<file path="src/rtl/mem_port_arbiter_if.sv">
// Requester-side bus for mem_port_arbiter: one outstanding transaction with
// a req/gnt/rvalid handshake.
//   req    master -> arbiter  request, held with payload until gnt
//   we     master -> arbiter  byte write enables, all-zero means read
//   addr   master -> arbiter  address
//   wdata  master -> arbiter  write data
//   gnt    arbiter -> master  one-cycle pulse, command issued to memory
//   rvalid arbiter -> master  one-cycle pulse, rdata valid
//   rdata  arbiter -> master  read data, held until the next read response
interface mem_port_arbiter_if #(
    parameter int ADDR_W = 32,
    parameter int DATA_W = 32
);
    logic                  req;
    logic [DATA_W/8-1:0]   we;
    logic [ADDR_W-1:0]     addr;
    logic [DATA_W-1:0]     wdata;
    logic                  gnt;
    logic                  rvalid;
    logic [DATA_W-1:0]     rdata;

    modport master (output req, we, addr, wdata, input gnt, rvalid, rdata);
    modport slave  (input req, we, addr, wdata, output gnt, rvalid, rdata);
endinterface

</file>
<file path="src/rtl/mem_port_arbiter.sv">
// Shares one unified instruction/data memory between the multicycle CPU
// (port c) and a second master such as an accelerator or DMA (port a).
// One transaction is in flight at a time: IDLE -> ISSUE -> IDLE for writes,
// IDLE -> ISSUE -> WAIT -> RESP -> IDLE for reads.
// Ports:
//   clk      rising-edge clock
//   reset_n  asynchronous active-low reset
//   c, a     requester buses (slave side of mem_port_arbiter_if)
//   m_en     memory command strobe
//   m_we     memory byte enables, zero whenever m_en is low
//   m_addr   memory address
//   m_wdata  memory write data
//   m_rdata  memory read data, valid RD_LAT cycles after m_en
//   busy     high whenever a transaction is in progress
// ARB_MODE 0 alternates between ports under contention; ARB_MODE 1 gives
// the CPU absolute priority (port a may starve).
module mem_port_arbiter #(
    parameter int unsigned ADDR_W   = 32,
    parameter int unsigned DATA_W   = 32,
    parameter int unsigned RD_LAT   = 1,
    parameter int unsigned ARB_MODE = 0
) (
    input  logic                clk,
    input  logic                reset_n,
    mem_port_arbiter_if.slave   c,
    mem_port_arbiter_if.slave   a,
    output logic                m_en,
    output logic [DATA_W/8-1:0] m_we,
    output logic [ADDR_W-1:0]   m_addr,
    output logic [DATA_W-1:0]   m_wdata,
    input  logic [DATA_W-1:0]   m_rdata,
    output logic                busy
);
    localparam int unsigned BE_W = DATA_W / 8;
    localparam logic [2:0]  LAT  = 3'(RD_LAT);

    typedef enum logic [1:0] {IDLE, ISSUE, WAIT, RESP} state_t;

    state_t              state_q, state_d;
    logic                id_q, id_d;       // owner of current transaction: 0 = c, 1 = a
    logic                last_q, last_d;   // port granted most recently: 0 = c, 1 = a
    logic [BE_W-1:0]     we_q, we_d;
    logic [ADDR_W-1:0]   addr_q, addr_d;
    logic [DATA_W-1:0]   wdata_q, wdata_d;
    logic [2:0]          cnt_q, cnt_d;
    logic [DATA_W-1:0]   c_rdata_q, c_rdata_d;
    logic [DATA_W-1:0]   a_rdata_q, a_rdata_d;
    logic                pick_a;

    // Winner when arbitrating in IDLE; only meaningful if some req is set.
    always_comb begin
        if (ARB_MODE == 1)
            pick_a = !c.req;
        else
            pick_a = a.req && (!c.req || !last_q);
    end

    always_ff @(posedge clk or negedge reset_n) begin
        if (!reset_n) begin
            state_q   <= IDLE;
            id_q      <= 1'b0;
            last_q    <= 1'b1;
            we_q      <= '0;
            addr_q    <= '0;
            wdata_q   <= '0;
            cnt_q     <= '0;
            c_rdata_q <= '0;
            a_rdata_q <= '0;
        end else begin
            state_q   <= state_d;
            id_q      <= id_d;
            last_q    <= last_d;
            we_q      <= we_d;
            addr_q    <= addr_d;
            wdata_q   <= wdata_d;
            cnt_q     <= cnt_d;
            c_rdata_q <= c_rdata_d;
            a_rdata_q <= a_rdata_d;
        end
    end

    always_comb begin
        state_d   = state_q;
        id_d      = id_q;
        last_d    = last_q;
        we_d      = we_q;
        addr_d    = addr_q;
        wdata_d   = wdata_q;
        cnt_d     = cnt_q;
        c_rdata_d = c_rdata_q;
        a_rdata_d = a_rdata_q;
        case (state_q)
            IDLE: begin
                if (c.req || a.req) begin
                    id_d    = pick_a;
                    last_d  = pick_a;
                    we_d    = pick_a ? a.we    : c.we;
                    addr_d  = pick_a ? a.addr  : c.addr;
                    wdata_d = pick_a ? a.wdata : c.wdata;
                    state_d = ISSUE;
                end
            end
            ISSUE: begin
                if (we_q != '0) begin
                    state_d = IDLE;
                end else begin
                    cnt_d   = LAT;
                    state_d = WAIT;
                end
            end
            WAIT: begin
                cnt_d = cnt_q - 3'd1;
                // Last wait cycle: memory data is valid now.
                if (cnt_q == 3'd1) begin
                    if (id_q) a_rdata_d = m_rdata;
                    else      c_rdata_d = m_rdata;
                    state_d = RESP;
                end
            end
            RESP:    state_d = IDLE;
            default: state_d = IDLE;
        endcase
    end

    assign m_en     = (state_q == ISSUE);
    assign m_we     = m_en ? we_q    : '0;
    assign m_addr   = m_en ? addr_q  : '0;
    assign m_wdata  = m_en ? wdata_q : '0;
    assign c.gnt    = m_en && !id_q;
    assign a.gnt    = m_en &&  id_q;
    assign c.rvalid = (state_q == RESP) && !id_q;
    assign a.rvalid = (state_q == RESP) &&  id_q;
    assign c.rdata  = c_rdata_q;
    assign a.rdata  = a_rdata_q;
    assign busy     = (state_q != IDLE);
endmodule
</file>
<file path="src/flat_wrapper.sv">
// flat-port wrapper written by rule: the top's interface ports become plain ports
module mem_port_arbiter_flat 
#(
    parameter int unsigned ADDR_W   = 32,
    parameter int unsigned DATA_W   = 32,
    parameter int unsigned RD_LAT   = 1,
    parameter int unsigned ARB_MODE = 0
)
  (clk, reset_n, m_en, m_we, m_addr, m_wdata, m_rdata, busy, c_req, c_we, c_addr, c_wdata, c_gnt, c_rvalid, c_rdata, a_req, a_we, a_addr, a_wdata, a_gnt, a_rvalid, a_rdata);
  mem_port_arbiter_if #(.ADDR_W(ADDR_W), .DATA_W(DATA_W)) c_i ();
  mem_port_arbiter_if #(.ADDR_W(ADDR_W), .DATA_W(DATA_W)) a_i ();
  input  logic clk;
  input  logic reset_n;
  output logic m_en;
  output logic [DATA_W/8-1:0] m_we;
  output logic [ADDR_W-1:0] m_addr;
  output logic [DATA_W-1:0] m_wdata;
  input  logic [DATA_W-1:0] m_rdata;
  output logic busy;
  input wire logic [$bits(c_i.req)-1:0] c_req;
  input wire logic [$bits(c_i.we)-1:0] c_we;
  input wire logic [$bits(c_i.addr)-1:0] c_addr;
  input wire logic [$bits(c_i.wdata)-1:0] c_wdata;
  output wire logic [$bits(c_i.gnt)-1:0] c_gnt;
  output wire logic [$bits(c_i.rvalid)-1:0] c_rvalid;
  output wire logic [$bits(c_i.rdata)-1:0] c_rdata;
  input wire logic [$bits(a_i.req)-1:0] a_req;
  input wire logic [$bits(a_i.we)-1:0] a_we;
  input wire logic [$bits(a_i.addr)-1:0] a_addr;
  input wire logic [$bits(a_i.wdata)-1:0] a_wdata;
  output wire logic [$bits(a_i.gnt)-1:0] a_gnt;
  output wire logic [$bits(a_i.rvalid)-1:0] a_rvalid;
  output wire logic [$bits(a_i.rdata)-1:0] a_rdata;
  assign c_i.req = c_req;
  assign c_i.we = c_we;
  assign c_i.addr = c_addr;
  assign c_i.wdata = c_wdata;
  assign c_gnt = c_i.gnt;
  assign c_rvalid = c_i.rvalid;
  assign c_rdata = c_i.rdata;
  assign a_i.req = a_req;
  assign a_i.we = a_we;
  assign a_i.addr = a_addr;
  assign a_i.wdata = a_wdata;
  assign a_gnt = a_i.gnt;
  assign a_rvalid = a_i.rvalid;
  assign a_rdata = a_i.rdata;
  mem_port_arbiter #(.ADDR_W(ADDR_W), .DATA_W(DATA_W), .RD_LAT(RD_LAT), .ARB_MODE(ARB_MODE)) u_core (.clk(clk), .reset_n(reset_n), .c(c_i), .a(a_i), .m_en(m_en), .m_we(m_we), .m_addr(m_addr), .m_wdata(m_wdata), .m_rdata(m_rdata), .busy(busy));
endmodule
</file>
<file path="config.mk">
export PLATFORM = sky130hd
export DESIGN_NAME = mem_port_arbiter_flat
export DESIGN_NICKNAME = d
export VERILOG_FILES = /design/src/rtl/mem_port_arbiter_if.sv /design/src/rtl/mem_port_arbiter.sv /design/src/flat_wrapper.sv
export SDC_FILE = /design/constraint.sdc
export NUM_CORES = 1
export LEC_CHECK = 0
export BUFFER_PORTS_ARGS = -buffer_cell sky130_fd_sc_hd__buf_2
export CAP_MARGIN = 20
export CORE_MARGIN = 2
export CORE_UTILIZATION = 33
export DETAILED_ROUTE_END_ITERATION = 16
export PLACE_DENSITY = 0.61
export SLEW_MARGIN = 20
export SYNTH_ARGS = -nofsm -noshare
export SYNTH_HDL_FRONTEND = slang
export SYNTH_SLANG_ARGS = --single-unit
</file>
<file path="constraint.sdc">
create_clock -name clk -period 1.97 [get_ports clk]
set_input_delay 0.2955 -clock clk [delete_from_list [all_inputs] [get_ports clk]]
set_output_delay 0.2955 -clock clk [all_outputs]
set_load 0.03 [all_outputs]
</file>
=== Yosys cells after proc, flatten, opt, wreduce, memory -nomap -nowiden ===
Index checks and enable logic that the tools add are counted.

* Input bits: 172
* Register bits after elaboration: 139
* Word-level logic and storage cells: 49

* $add $sub $neg: 1
* Reduce and logical (&&, ||, !) cells: 19
* Eq/ne operators: 7
* Bitwise logic cells: 1
* Multiplexer cells: 12

{| class="wikitable"
|+ Operator list
! kind !! count
|-
| $mux W32 || 4
|-
| $mux W4 || 2
|-
| $pmux W2 S4 || 1
|-
| $mux W2 || 3
|-
| $pmux W3 S2 || 1
|-
| $reduce_and A2 Y1 || 3
|-
| $reduce_and A3 Y1 || 2
|-
| $logic_and A1 B1 Y1 || 5
|-
| $eq A2 B2 Y1 const B || 2
|-
| $ne A2 B1 Y1 const B || 2
|-
| $reduce_bool A2 Y1 || 2
|-
| $reduce_bool A4 Y1 || 1
|-
| $eq A3 B1 Y1 const B || 1
|-
| $logic_not A1 Y1 || 3
|-
| $mux W3 || 1
|-
| $sub A3 B1 Y3 const B || 1
|-
| $eq A2 B1 Y1 const B || 1
|-
| $logic_not A2 Y1 || 1
|-
| $logic_or A1 B1 Y1 || 2
|-
| $ne A2 B2 Y1 const B || 1
|-
| $not A1 Y1 || 1
|}

=== Longest topological paths before layout ===
* Word-level depth: 4
* Depth in mapped cells: 7

=== Least setup slack after synthesis ===
OpenSTA, ideal clock, no wires.

* Kind: reg-to-output
* Start point: register with a tool-made name
* End point: output port m_addr[26]
* Required time: 1.674 ns
* Cell stages (with the launch flop): 5
* Arrival time: 1.518 ns
* Buffers on the path: 1
* Slack: 0.157 ns
* Cell sequence: dfrtp_1 > nand2b_1 > inv_1 > clkbuf_1 > and2_1

{| class="wikitable"
|+ RTL lines
! what !! RTL line !! source
|-
| end: declaration || flat_wrapper.sv:16 || <nowiki>output logic [ADDR_W-1:0] m_addr;</nowiki>
|}

==> metrics.csv <==
metric,value,unit
Skew-Pair Late Insertion Delay,410,ps
Post-synth ARST share,100.0,%
Starting Density,33.68,%
CP endpoint kind,output port,
Final GP Congestion,0.7159,
area grow syn2layout,41.58,%
global-route usage over all layers,15.63,%
"EDFF count, synth",0,
CTS tree,built,
Layout Cells excl Fill,1074,
Final Instance Area,9649,um2
buffers added on ports,309,
crit path max fanout,23,
"Net Count, Synth",647,
DRC violations left,0,
Final HPWL DP,12210,um
Max stage delay on crit path,420,ps
CP Data Arrival Time,1620,ps
Hold Startpoint,m_rdata[25],
fmax,0.5228,GHz
Reg2Reg Launch Point,u_core.state_q[0],
layout cells sized above 1,70.52,%
core box area,20230,um2
CTS max path bufs,2,
r2r endpoint,u_core.addr_q[5],
Clock Skew,10.12,ps
Slew Limit Fails,0,
period utilization,97.09,%
Die X,147.7,um
Post-DP Area,8696,um2
drt wl/cell,16.09,um
Slew @ Worst Pin,363.9,ps
first-pass GRT wire length,26830,um
final wirelength,17280,um
CTS H-tree depth,4,
power density of the placed cells,1777,nW/um2
run status,completed,
Tmin final,1913,ps
DIE HEIGHT,147.7,um
Rel. slew slack,75.52,%
clk slew on worst S/H paths,70,ps
register area share after synthesis,51.06,%
Sum Neg Setup Slack,0,ps
clock sinks,139,
max-cap violation count,0,
critical path class,reg -> out,
Post-synth top flop,dfrtp_1,
Yosys reg bits,139,
Worst Hold Depth,2,
Synth cell types,26,
"Power, Total",0.01715,W
Via density,4.462,
"Cell Area, Synth",6815,um2
Num CTS Buffers,17,
initial antenna violation count,0,
cells along the critical path,"nand2b_4, clkinv_8, buf_12, and2_1, buf_4",
r2r setup slk,220,ps
drt first-iter violations,73,
Post-Synthesis Mean Instance Area,14.41,um2
CTS Root Cell,clkbuf_16,
top post-synthesis cells by area,"dfrtp_1 (51%), mux2_2 (24%), mux2_4 (11%), and2_1 (6.3%), buf_6 (2.0%)",
Hold WC Path Type,in -> reg,
VDD IR-drop max,0.0006691,V
via count,4792,
First-pass DRT Iterations,4,
Synth top area share,50.67,%
Worst Hold End,u_core.a.rdata[25],
Filler Cells Inserted,1868,
Crit-path slowest cell,dfrtp_1,
antenna violation net count after detailed routing,0,
Worst Reg-to-Reg Cells,4,
post-placement cell count,1038,
Util after Layout,47.69,%
nets,965,
CP Launch Type,flop,
largest net degree at the start of global routing,44,
Pleak,4.851,nW
io pins,310,
Fin. Hold Viols,0,
vias in the first global route,5113,
FP Rows,52,
instance count of the mapped netlist,473,
Final Setup Violations,0,
cell taking the most area after synthesis,dfrtp_1,
die area,21820,um2
unrepaired setup endpoints after global routing,true,
critical path required time,1670,ps
Syn. warnings,0,
grt total ovfl,0,
antenna diode count,0,
[cell families (layout without fill, tap and decap cells)]
logic type      Yosys count  after routing  share of synthesized area, %
buf+inv                  33            364                         3.874
xor+xnor                  2              2                        0.2571
mux                     201            201                         35.96
compound gates            5              5                        0.4406
fa+ha+maj                 2              2                        0.3671
simple gates             91             91                         8.041
flops                   139            139                         51.06
[synth_stat cells (2+ instances only)]
master and n:
and2_1 69, buf_4 7, buf_6 12, buf_8 2
clkbuf_1 7, dfrtp_1 138, ha_1 2, inv_1 4
mux2_1 4, mux2_2 147, mux2_4 50, nand2_1 5
nand2b_1 2, nor2_1 8, o21ai_0 4, or2_1 2
[worst max-delay path, delay by kind of cell, from the launching register on]
family,cells,cell delay (ps)
buffers and inverters,3,420
flip-flops,1,420
AND/OR/NAND/NOR,2,360
[area by class of cell]
type	count	area [um2]	share of cell area, %
clock buffer	17	425.4	4.409
clock inverter	15	146.4	1.517
inverter	4	27.53	0.2853
multi-input combinational	301	3100	32.13
sequential	139	3480	36.06
tap	270	337.8	3.501
timing repair buffer	328	2132	22.10
[how the worst max path moves through the flow]
stage | endpoint | slack [ps] | from
final | m_wdata[15] | 60 | flop
after global routing | m_addr[9] | -30 | flop
after CTS | m_addr[8] | 0.1 | flop
after detailed placement | u_core.wdata_q[3] | 250 | flop
after global placement | u_core.addr_q[7] | 280 | flop
after floorplan | m_addr[26] | 160 | flop
[stage by stage]
step                worst slack (ps)  hold slack (ps)
finish                         57.29            121.1
global route                  -31.69            96.96
CTS                           0.1066            91.91
detailed placement             248.8            210.6
global placement               277.6            208.7
floorplan                      156.6         -0.09107
[cells in the final DEF, fill, tap and decap left out, types with 7 or more instances in the layout]
| cell type | instances |
|---|---|
| buf_2 | 249 |
| mux2_2 | 147 |
| dfrtp_1 | 138 |
| and2_1 | 66 |
| mux2_4 | 50 |
| buf_6 | 34 |
| buf_4 | 32 |
| clkbuf_16 | 18 |
| buf_12 | 10 |
| nor2_1 | 7 |
[sequential cells by signal, summed over array words and instances, names as in the netlist, named ones only]
name / flops
u_core.a.rdata: 32
u_core.addr_q: 32
u_core.c.rdata: 32
u_core.cnt_q: 3
u_core.id_q: 1
u_core.last_q: 1
u_core.state_q: 1
u_core.wdata_q: 32
u_core.we_q: 4
[power breakdown]
part | leakage (nW) | internal (W) | switching (W)
Clock | 0.276 | 0.00168 | 0.00140
Combinational | 2.90 | 0.00424 | 0.00498
Sequential | 1.68 | 0.00417 | 0.000673
Total | 4.85 | 0.0101 | 0.00705
[what timing repair did]
action,in CTS,in global routing
hold buffers,1,0
setup endpoints to repair,68,68
endpoints found under the hold margin,27,0
gates resized for setup,57,55
setup buffers,0,1
gates cloned,1,1
[metal layers]
metal  vias to the layer above  global-route usage [%]  wire length [um]
li1                       2282                       -                 -
met1                      2323                   18.63              7192
met2                       166                   27.63              8822
met3                        21                   3.827               981
met4                         0                   5.240               280
met5                         -                       0                 0
(Power assumes the default switching activity.)
